<file path="src/rtl/filter2d_kxk_op.sv">
// rtl/filter2d_kxk_op.sv - KxK signed 2D convolution, one tap per cycle, strobe output
// Zero-pad or edge-replicate borders; kernel writes only land while idle.
module filter2d_kxk_op #(
  parameter int IMG_W  = 256,
  parameter int IMG_H  = 256,
  parameter int ADDR_W = 16,
  parameter int K      = 3,
  parameter int SHIFT  = 6,
  parameter int ACC_W  = 22
) (
  input  logic                         clk,
  input  logic                         reset_n,
  input  logic                         start,
  input  logic                         abort,
  input  logic                         border_mode,
  output logic                         busy,
  output logic                         done,
  output logic                         mem_rd,
  output logic [ADDR_W-1:0]            rd_addr,
  input  logic [7:0]                   rd_data,
  output logic                         o_strb,
  output logic [7:0]                   o_data,
  input  logic                         h_write,
  input  logic [$clog2(K*K)-1:0]       h_idx,
  input  logic [7:0]                   h_data
);

  localparam int KK = K * K;
  localparam int P  = KK + 3;
  localparam int R  = (K - 1) / 2;
  localparam int CW = $clog2(P);
  localparam int HW = $clog2(KK);
  localparam int XW = $clog2(IMG_W);
  localparam int YW = $clog2(IMG_H);
  localparam logic signed [ACC_W-1:0] RND = ACC_W'(1 << (SHIFT - 1));

  typedef enum logic {S_IDLE, S_RUN} state_t;

  state_t                   state_q, state_d;
  logic [CW-1:0]            cnt_q;
  logic [XW-1:0]            x_q;
  logic [YW-1:0]            y_q;
  logic signed [ACC_W-1:0]  acc_q;
  logic [7:0]               pd_q;
  logic                     tap_rd_q;
  logic                     border_q;
  logic                     o_strb_q;
  logic                     done_q;
  logic [7:0]               o_data_q;
  logic signed [7:0]        h_q [KK];

  logic                     tap_in;
  logic [ADDR_W-1:0]        tap_addr;
  logic                     last_px;
  logic                     px_end;
  logic signed [7:0]        coef_c;
  logic signed [16:0]       prod_c;
  logic signed [ACC_W-1:0]  sum_c;
  logic signed [ACC_W-1:0]  shr_c;
  logic [7:0]               clip_c;

  assign last_px = (x_q == XW'(IMG_W - 1)) && (y_q == YW'(IMG_H - 1));
  assign px_end  = (cnt_q == CW'(P - 1));

  // Tap coordinate for the current cnt, plus its clamped address for replicate mode.
  always_comb begin
    int t, tx, ty, cx, cy;
    t  = int'(cnt_q);
    tx = int'(x_q) + (t % K) - R;
    ty = int'(y_q) + (t / K) - R;
    tap_in = (tx >= 0) && (tx < IMG_W) && (ty >= 0) && (ty < IMG_H);
    cx = (tx < 0) ? 0 : ((tx > IMG_W - 1) ? IMG_W - 1 : tx);
    cy = (ty < 0) ? 0 : ((ty > IMG_H - 1) ? IMG_H - 1 : ty);
    tap_addr = ADDR_W'(cy * IMG_W + cx);
  end

  always_ff @(posedge clk or negedge reset_n) begin
    if (!reset_n) begin
      state_q <= S_IDLE;
    end else begin
      state_q <= state_d;
    end
  end

  always_comb begin
    state_d = state_q;
    case (state_q)
      S_IDLE: if (start && !abort) state_d = S_RUN;
      S_RUN: begin
        if (abort || (px_end && last_px)) state_d = S_IDLE;
      end
      default: state_d = S_IDLE;
    endcase
  end

  always_comb begin
    busy    = (state_q == S_RUN);
    mem_rd  = busy && (cnt_q < CW'(KK)) && (border_q || tap_in);
    rd_addr = tap_addr;
  end

  // Coefficient for the tap whose pixel sits in pd_q this cycle (cnt 2..KK+1).
  always_comb begin
    coef_c = 8'sd0;
    for (int i = 0; i < KK; i++) begin
      if (int'(cnt_q) == i + 2) coef_c = h_q[i];
    end
    prod_c = $signed({9'd0, pd_q}) * $signed({{9{coef_c[7]}}, coef_c});
    sum_c  = acc_q + RND;
    shr_c  = sum_c >>> SHIFT;
    if (shr_c[ACC_W-1]) begin
      clip_c = 8'd0;
    end else if (|shr_c[ACC_W-2:8]) begin
      clip_c = 8'd255;
    end else begin
      clip_c = shr_c[7:0];
    end
  end

  always_ff @(posedge clk or negedge reset_n) begin
    if (!reset_n) begin
      cnt_q    <= '0;
      x_q      <= '0;
      y_q      <= '0;
      acc_q    <= '0;
      pd_q     <= '0;
      tap_rd_q <= 1'b0;
      border_q <= 1'b0;
      o_strb_q <= 1'b0;
      done_q   <= 1'b0;
      o_data_q <= '0;
      for (int i = 0; i < KK; i++) begin
        h_q[i] <= (i == (KK - 1) / 2) ? 8'sd64 : 8'sd0;
      end
    end else begin
      o_strb_q <= 1'b0;
      done_q   <= 1'b0;
      tap_rd_q <= mem_rd;
      // Unread (zero-pad) taps enter the MAC as a zero pixel.
      pd_q     <= tap_rd_q ? rd_data : 8'd0;
      if (!busy && h_write) begin
        for (int i = 0; i < KK; i++) begin
          if (h_idx == HW'(i)) h_q[i] <= h_data;
        end
      end
      if (!busy) begin
        if (start && !abort) begin
          cnt_q    <= '0;
          x_q      <= '0;
          y_q      <= '0;
          acc_q    <= '0;
          border_q <= border_mode;
        end
      end else if (!abort) begin
        if (cnt_q == CW'(1)) begin
          acc_q <= '0;
        end else if (cnt_q >= CW'(2) && cnt_q <= CW'(KK + 1)) begin
          acc_q <= acc_q + {{(ACC_W-17){prod_c[16]}}, prod_c};
        end
        if (px_end) begin
          cnt_q    <= '0;
          o_strb_q <= 1'b1;
          o_data_q <= clip_c;
          done_q   <= last_px;
          if (x_q == XW'(IMG_W - 1)) begin
            x_q <= '0;
            y_q <= y_q + YW'(1);
          end else begin
            x_q <= x_q + XW'(1);
          end
        end else begin
          cnt_q <= cnt_q + CW'(1);
        end
      end
    end
  end

  assign o_strb = o_strb_q;
  assign done   = done_q;
  assign o_data = o_data_q;

endmodule

</file>
<file path="config.mk">
export PLATFORM = sky130hd
export DESIGN_NAME = filter2d_kxk_op
export DESIGN_NICKNAME = d
export VERILOG_FILES = /design/src/rtl/filter2d_kxk_op.sv
export SDC_FILE = /design/constraint.sdc
export NUM_CORES = 1
export LEC_CHECK = 0
export BUFFER_PORTS_ARGS = -buffer_cell sky130_fd_sc_hd__buf_2
export CAP_MARGIN = 15
export CORE_MARGIN = 4
export CORE_UTILIZATION = 45
export CTS_CLUSTER_DIAMETER = 50
export DETAILED_ROUTE_END_ITERATION = 6
export GPL_ROUTABILITY_DRIVEN = 0
export GPL_TIMING_DRIVEN = 0
export HOLD_SLACK_MARGIN = 0.03
export PLACE_DENSITY_LB_ADDON = 0.05
export SLEW_MARGIN = 20
export SYNTH_ARGS = -nofsm -noshare
export SYNTH_HDL_FRONTEND = slang
export SYNTH_SLANG_ARGS = --single-unit
</file>
<file path="constraint.sdc">
create_clock -name clk -period 8.9 [get_ports clk]
set_input_delay 0.445 -clock clk [delete_from_list [all_inputs] [get_ports clk]]
set_output_delay 0.445 -clock clk [all_outputs]
set_load 0.03 [all_outputs]
</file>
==> results of run 1 <==
[through the flow]
stage / std cells / util [%] / TNS (ps) / cell area [um^2] / hold WS [ps]
after floorplan: 1425 / - / 0 / 12700 / 149
after global placement: 1856 / 48.5 / -1390 / 13500 / 454
after detailed placement: 1857 / 48.6 / -1710 / 13500 / 433
after CTS: 1890 / 51.1 / 0 / 14200 / 205
after global routing: 1900 / 51.9 / -48.9 / 14400 / 209
final: 1900 / 51.9 / 0 / 14400 / 215
[per-layer routing]
| layer | wire length [um] | global-route usage (%) |
|---|---|---|
| met1 | 14500 | 26.8 |
| met2 | 14100 | 32.4 |
| met3 | 738 | 2.61 |
| met5 | 0 | 0 |
| met4 | 398 | 4.48 |
[logic make-up (layout without fill, tap and decap cells)]
| family | count (synthesis) | in the layout |
|---|---|---|
| xor gates and xnor gates | 72 | 72 |
| and+or+nand+nor | 401 | 401 |
| other | 1 | 8 |
| AOI/OAI and AO/OA | 344 | 344 |
| DFF | 135 | 135 |
| adders and majority gates | 178 | 178 |
| buffers and inverters | 197 | 294 |
| muxes | 90 | 90 |
[cell usage in the layout (no fill, tap or decap), types with 7 or more instances in the layout]
cell and count:
xnor2_1 49, inv_8 7, fa_1 41, mux2i_1 14
a31oi_1 13, a21oi_1 79, o21ai_0 49, nor3_1 19
o21a_1 10, clkbuf_1 19, and3_1 12, a211oi_1 12
a22oi_1 15, a41oi_1 8, nand2_1 112, mux2_2 75
o21ai_1 14, clkbuf_16 17, dfrtp_1 131, and2_1 55
ha_1 134, nor2_1 73, nand4_1 7, a22o_1 19
inv_1 155, xor2_1 21, a21o_1 26, nand2b_1 15
conb_1 8, buf_2 57, o211ai_1 12, o21bai_1 11
buf_4 15, nor2b_1 21, nand3_1 34
[how the worst min path moves through the flow]
stage,to,slack [ps],cells past startpoint
4_1_cts,pd_q[5],210,2
6_report,pd_q[5],220,2
2_1_floorplan,acc_q[0],150,0
3_3_place_gp,o_data[6],450,1
3_5_place_dp,border_q,430,1
5_1_grt,pd_q[5],210,2
[state kept, by name, indices dropped and copies added (netlist names)]
| signal | flops |
|---|---|
| acc_q | 22 |
| border_q | 1 |
| busy | 1 |
| cnt_q | 4 |
| done | 1 |
| h_q | 72 |
| o_data | 8 |
| o_strb | 1 |
| pd_q | 8 |
| tap_rd_q | 1 |
| x_q | 8 |
| y_q | 8 |
[final cells by class]
| type | instances | area [um^2] |
|---|---|---|
| fillers | 2695 | 13400 |
| inverters | 159 | 599 |
| repair buffers | 69 | 422 |
| well taps | 378 | 473 |
| plain buffers | 34 | 154 |
| clock buffers | 17 | 425 |
| clock inverters | 15 | 183 |
| flip-flops and latches | 135 | 3380 |
| multi-input cells | 1093 | 8780 |
[repair_timing]
action,in CTS,in global routing
hold buffers,1,0
cloned,0,0
setup endpoints to repair,5,5
pin swaps,0,13
buffers inserted,2,12
hold endpoints to repair,58,0
resized for setup,21,38
[critical path: cells and delay by family (launching register included)]
kind | cells | cell delay, ps
DFF | 1 | 490
and+or+nand+nor | 4 | 1450
adders and majority gates | 7 | 2630
xor gates and xnor gates | 1 | 150
buffers and inverters | 5 | 610
AOI/OAI and AO/OA | 18 | 2920
muxes | 1 | 100
==> flow_summary.toml, run 1 <==
[setup_path]
crit_arrival_ps = 8790
r2r_setup_slack_ps = 460
ff2ff_path_depth = 36
timing.rr.end = "acc_q[21]"
worst_setup_path_start_kind = "register"
worst_path_max_delay_cell = "fa_1"
end_kind = "register"
crit_end = "acc_q[21]"
critPathMaxFanout = 7
required_ps = 9250
crit_start = "cnt_q[0]"
crit_type = "register to register"
r2r_start = "cnt_q[0]"
crit_path_frequent_cell = "fa_1"
worst_path_largest_cell_delay_ps = 570

[grt]
track_usage_pct = 19.4
grt.overflow.total = 0
grt_pass1_wl_um = 49900
antenna_found_initial = 0
grt_max_degree = 78
grt_pass1_vias = 10096

[detailed_routing]
wl_per_cell_um = 15.6
avgViaCountPerCell = 5.43
vias = 10316
first_pass_iters = 5
drt_iter0_drc = 551
wl_um = 29700
drc_errors = 0
detail-route-antenna-nets = 0

[die]
die_y_um = 176
core_area_um2 = 27800
initial_utilization_pct = 45.7
fp-row-count = 61
fp.dieArea_um2 = 31000
dieWidth_um = 176
io_pins = 54

[logic_synthesis]
synth_adder_area_share_pct = 20.0
yosysMostFrequentCell = "inv_1"
synthFlopType = "dfrtp_1"
synthTopCellsByArea = "dfrtp_1, ha_1, mux2_2, fa_1, inv_1"
synth-compound-area-share_pct = 18.5
synth-simple-area-share_pct = 16.1
yosysTopAreaCellShare_pct = 26.4
synth_edf_count = 0
synth-seq-cells = 135
async_reset_ff_share_pct = 100
yosys_warnings = 0
yosysSeqAreaShare_pct = 26.6
synthMuxAreaShare_pct = 7.93
yosysTopAreaCell = "dfrtp_1"
synthTopCellsByCount = "inv_1, ha_1, dfrtp_1, nand2_1, a21oi_1"
syn_avg_cell_area_um2 = 8.96
syn_area_um2 = 12700
ys_types = 87
synth-xor-area-share_pct = 5.02
netlist_instances = 1418
synth_top_family_by_area = "adder cells"

[sta]
relSlewSlack_pct = 30.4
drv_slew = 0
final.setup_skew_ps = 19.6
finalCritPeriodShare_pct = 94.8
finalSetupViolations = 0
tightest_slew_ps = 1040
final_hold_viol_count = 0
finalWorstSetupSlack_ps = 459
period_minus_slack_ps = 8440
fmax_mhz = 118

[cells_and_area]
area_delta_synth_final_pct = 13.5
final_nets = 1713
layout-drive-gt1-share_pct = 16.2
num_antenna_cells = 0

[hold_path]
hp-start = "rd_data[5]"
min_path_type = "primary input to register"

[cts]
root_buffer = "clkbuf_16"
clkSinkCount = 135
cts_buffer_depth = 2
clk_latency_ps = 440
path_clk_slew_ps = 70
cts_buffers = 17
h-tree-depth = 4
tritoncts = "built"

[run]
cap_violations = 0

[placement]
io_buffers = 53
dp_hpwl_um = 23500
dp_slack_ps = -862

[run_status]
status = "finished, final reports clean"
Power of run 1 is left out: the tool's default activity adds up to more than one toggle a clock period on the data nets, which glitch-free logic cannot reach.
==> inputs of run 2 (changes only) <==
--- a/config.mk
+++ b/config.mk
@@ -5,6 +5,7 @@
 export SDC_FILE = /design/constraint.sdc
 export NUM_CORES = 1
 export LEC_CHECK = 0
+export ABC_AREA = 1
 export BUFFER_PORTS_ARGS = -buffer_cell sky130_fd_sc_hd__buf_2
 export CAP_MARGIN = 15
 export CORE_MARGIN = 4
==> constraint.sdc (replaced) <==
create_clock -name clk -period 10.59 [get_ports clk]
set_input_delay 0.5295 -clock clk [delete_from_list [all_inputs] [get_ports clk]]
set_output_delay 0.5295 -clock clk [all_outputs]
set_load 0.03 [all_outputs]
==> run 2 against run 1 <==
Via count grew 15%. Non-clock buffer count shrank 27. Global-route usage grew 3.3 points. Maximum frequency shrank 3.9%. Wire length grew 14%. Synthesized cell count grew 32%. Worst setup slack gained 1400 ps. Hold slack gained 70 ps. Sequential share of layout area shrank 0.22 points. Register-to-register slack gained 1400 ps. Critical path type unchanged. Largest cell class unchanged. Highest routed layer is now met5.
==> flow_summary.toml, run 2 <==
[run_status]
status = "finished, final reports clean"

[die]
core_area_um2 = 28700
fp-row-count = 62
fp.dieArea_um2 = 31800
io_pins = 54
initial_utilization_pct = 45.5
die_y_um = 178
dieWidth_um = 178

[cells_and_area]
layout_commonest_cell = "nand2_1"
num_antenna_cells = 0
largest_reg_flops = 72
area_delta_synth_final_pct = 11.3
regMostFlops = "h_q"
reg.largest.list = "h_q (72), acc_q (22)"
final_nets = 2163
final_cell_mix = "nand2_1, inv_1, o21ai_0"
layout-drive-gt1-share_pct = 7.15
fin_area_um2 = 14500
utilization_pct = 50.6

[setup_path]
crit_buf_inv = 4
end_kind = "register"
worst_path_max_delay_cell = "fa_1"
critPathMaxFanout = 8
crit_arrival_ps = 9080
cp_top_family = "adder cells"
worst_path_largest_cell_delay_ps = 550
worst_setup_path_start_kind = "register"
required_ps = 10890
crit_type = "register to register"
crit_path_frequent_cell = "nand2_1"

[logic_synthesis]
synthTopCellsByCount = "nand2_1, inv_1, o21ai_0, nor2_1, ha_1"
ys_types = 52
syn_area_um2 = 13100
yosys_warnings = 0
synth_top_family_by_area = "simple AND/OR/NAND/NOR gates"
netlist_instances = 1878
synth-seq-cells = 135
yosysTopAreaCell = "dfrtp_1"
synthMuxAreaShare_pct = 0
yosysSeqAreaShare_pct = 25.9
async_reset_ff_share_pct = 100
synth_adder_area_share_pct = 19.4
synth_edf_count = 0
synthTopCellsByArea = "dfrtp_1, nand2_1, ha_1, inv_1, fa_1"
synth-compound-area-share_pct = 14.4
yosysTopAreaCellShare_pct = 25.7
synth-simple-area-share_pct = 25.9
synthFlopType = "dfrtp_1"
syn_avg_cell_area_um2 = 6.95
synth-xor-area-share_pct = 3.35
yosysMostFrequentCell = "nand2_1"

[grt]
track_usage_pct = 22.6
grt_pass1_wl_um = 58300
grt_max_degree = 81
antenna_found_initial = 1
grt_pass1_vias = 11747
grt.overflow.total = 0

[detailed_routing]
first_pass_iters = 5
avgViaCountPerCell = 5.05
vias = 11882
drt_iter0_drc = 682
wl_um = 33800
drc_errors = 0
detail-route-antenna-nets = 0
wl_per_cell_um = 14.4

[sta]
relSlewSlack_pct = 50.8
tns_ps = 0
final.setup_skew_ps = 12.9
finalCritPeriodShare_pct = 82.9
fmax_mhz = 114
finalWorstSetupSlack_ps = 1810
final_hold_viol_count = 0
finalSetupViolations = 0
tightest_slew_ps = 738
rsz0062_at_grt = "no"
drv_slew = 0
period_minus_slack_ps = 8780

[cts]
tritoncts = "built"
path_clk_slew_ps = 60
cts_buffers = 17
root_buffer = "clkbuf_16"
cts.repair.resized = 0
clkSinkCount = 135
cts_buffer_depth = 2
h-tree-depth = 4
clk_latency_ps = 430
post_cts_buffers = 0

[placement]
io_buffers = 53
dp_hpwl_um = 27600
dp_slack_ps = 1830
place_area_um2 = 13900

[hold_path]
min_path_type = "primary input to register"

[run]
cap_violations = 0
[run 2: final cells by class]
type	instances	area, um^2
buffer	21	88.8
sequential	135	3380
clock buffer	21	470
inverter	361	1360
clock inverter	10	189
timing repair buffer	55	313
fill	2968	14200
multi-input combinational	1368	8260
tap	384	480
[run 2: worst min-delay path: stages]
cell	delay (ps)
buf_2	70
nand2_1	40
inv_1	40
[run 2: worst paths after layout]
kind	end	from	depth (start not counted)	slack (ps)
worst max-delay path	acc_q[20]	cnt_q[0]	44	1810
worst min-delay path	pd_q[1]	rd_data[1]	3	290
worst max register to register	acc_q[20]	cnt_q[0]	44	1810
worst min register to register	h_q[33]	h_q[33]	2	480
max in group asynchronous	h_q[38]	reset_n	3	9190
min in group asynchronous	acc_q[2]	reset_n	2	610
[run 2: cell families (layout without fill, tap and decap cells)]
group | Yosys count | count (layout)
flops | 135 | 135
xor+xnor | 50 | 50
other cells | 1 | 8
fa+ha+maj | 178 | 178
compound gates | 343 | 343
buf+inv | 382 | 468
simple gates | 789 | 789
[run 2: per-stage QoR]
stage,hold slack [ps],cells
4_1_cts,267,2355
6_report,286,2355
3_5_place_dp,468,2323
2_1_floorplan,234,1885
3_3_place_gp,461,2322
5_1_grt,283,2355
[run 2: what timing repair did]
action | 4_1_cts | 5_1_grt
endpoints found under the setup margin | 0 | 0
hold buffers | 1 | 0
hold endpoints to repair | 4 | 0
[run 2: per-layer routing]
metal | GRT usage [%] | share of wire [%] | wire length (um)
met2 | 36.1 | 44 | 15000
met1 | 32.1 | 50 | 16800
met5 | 0 | 0.038 | 13
met4 | 6.20 | 2.1 | 713
met3 | 3.48 | 3.7 | 1260
Power of run 2 is left out for the same reason.
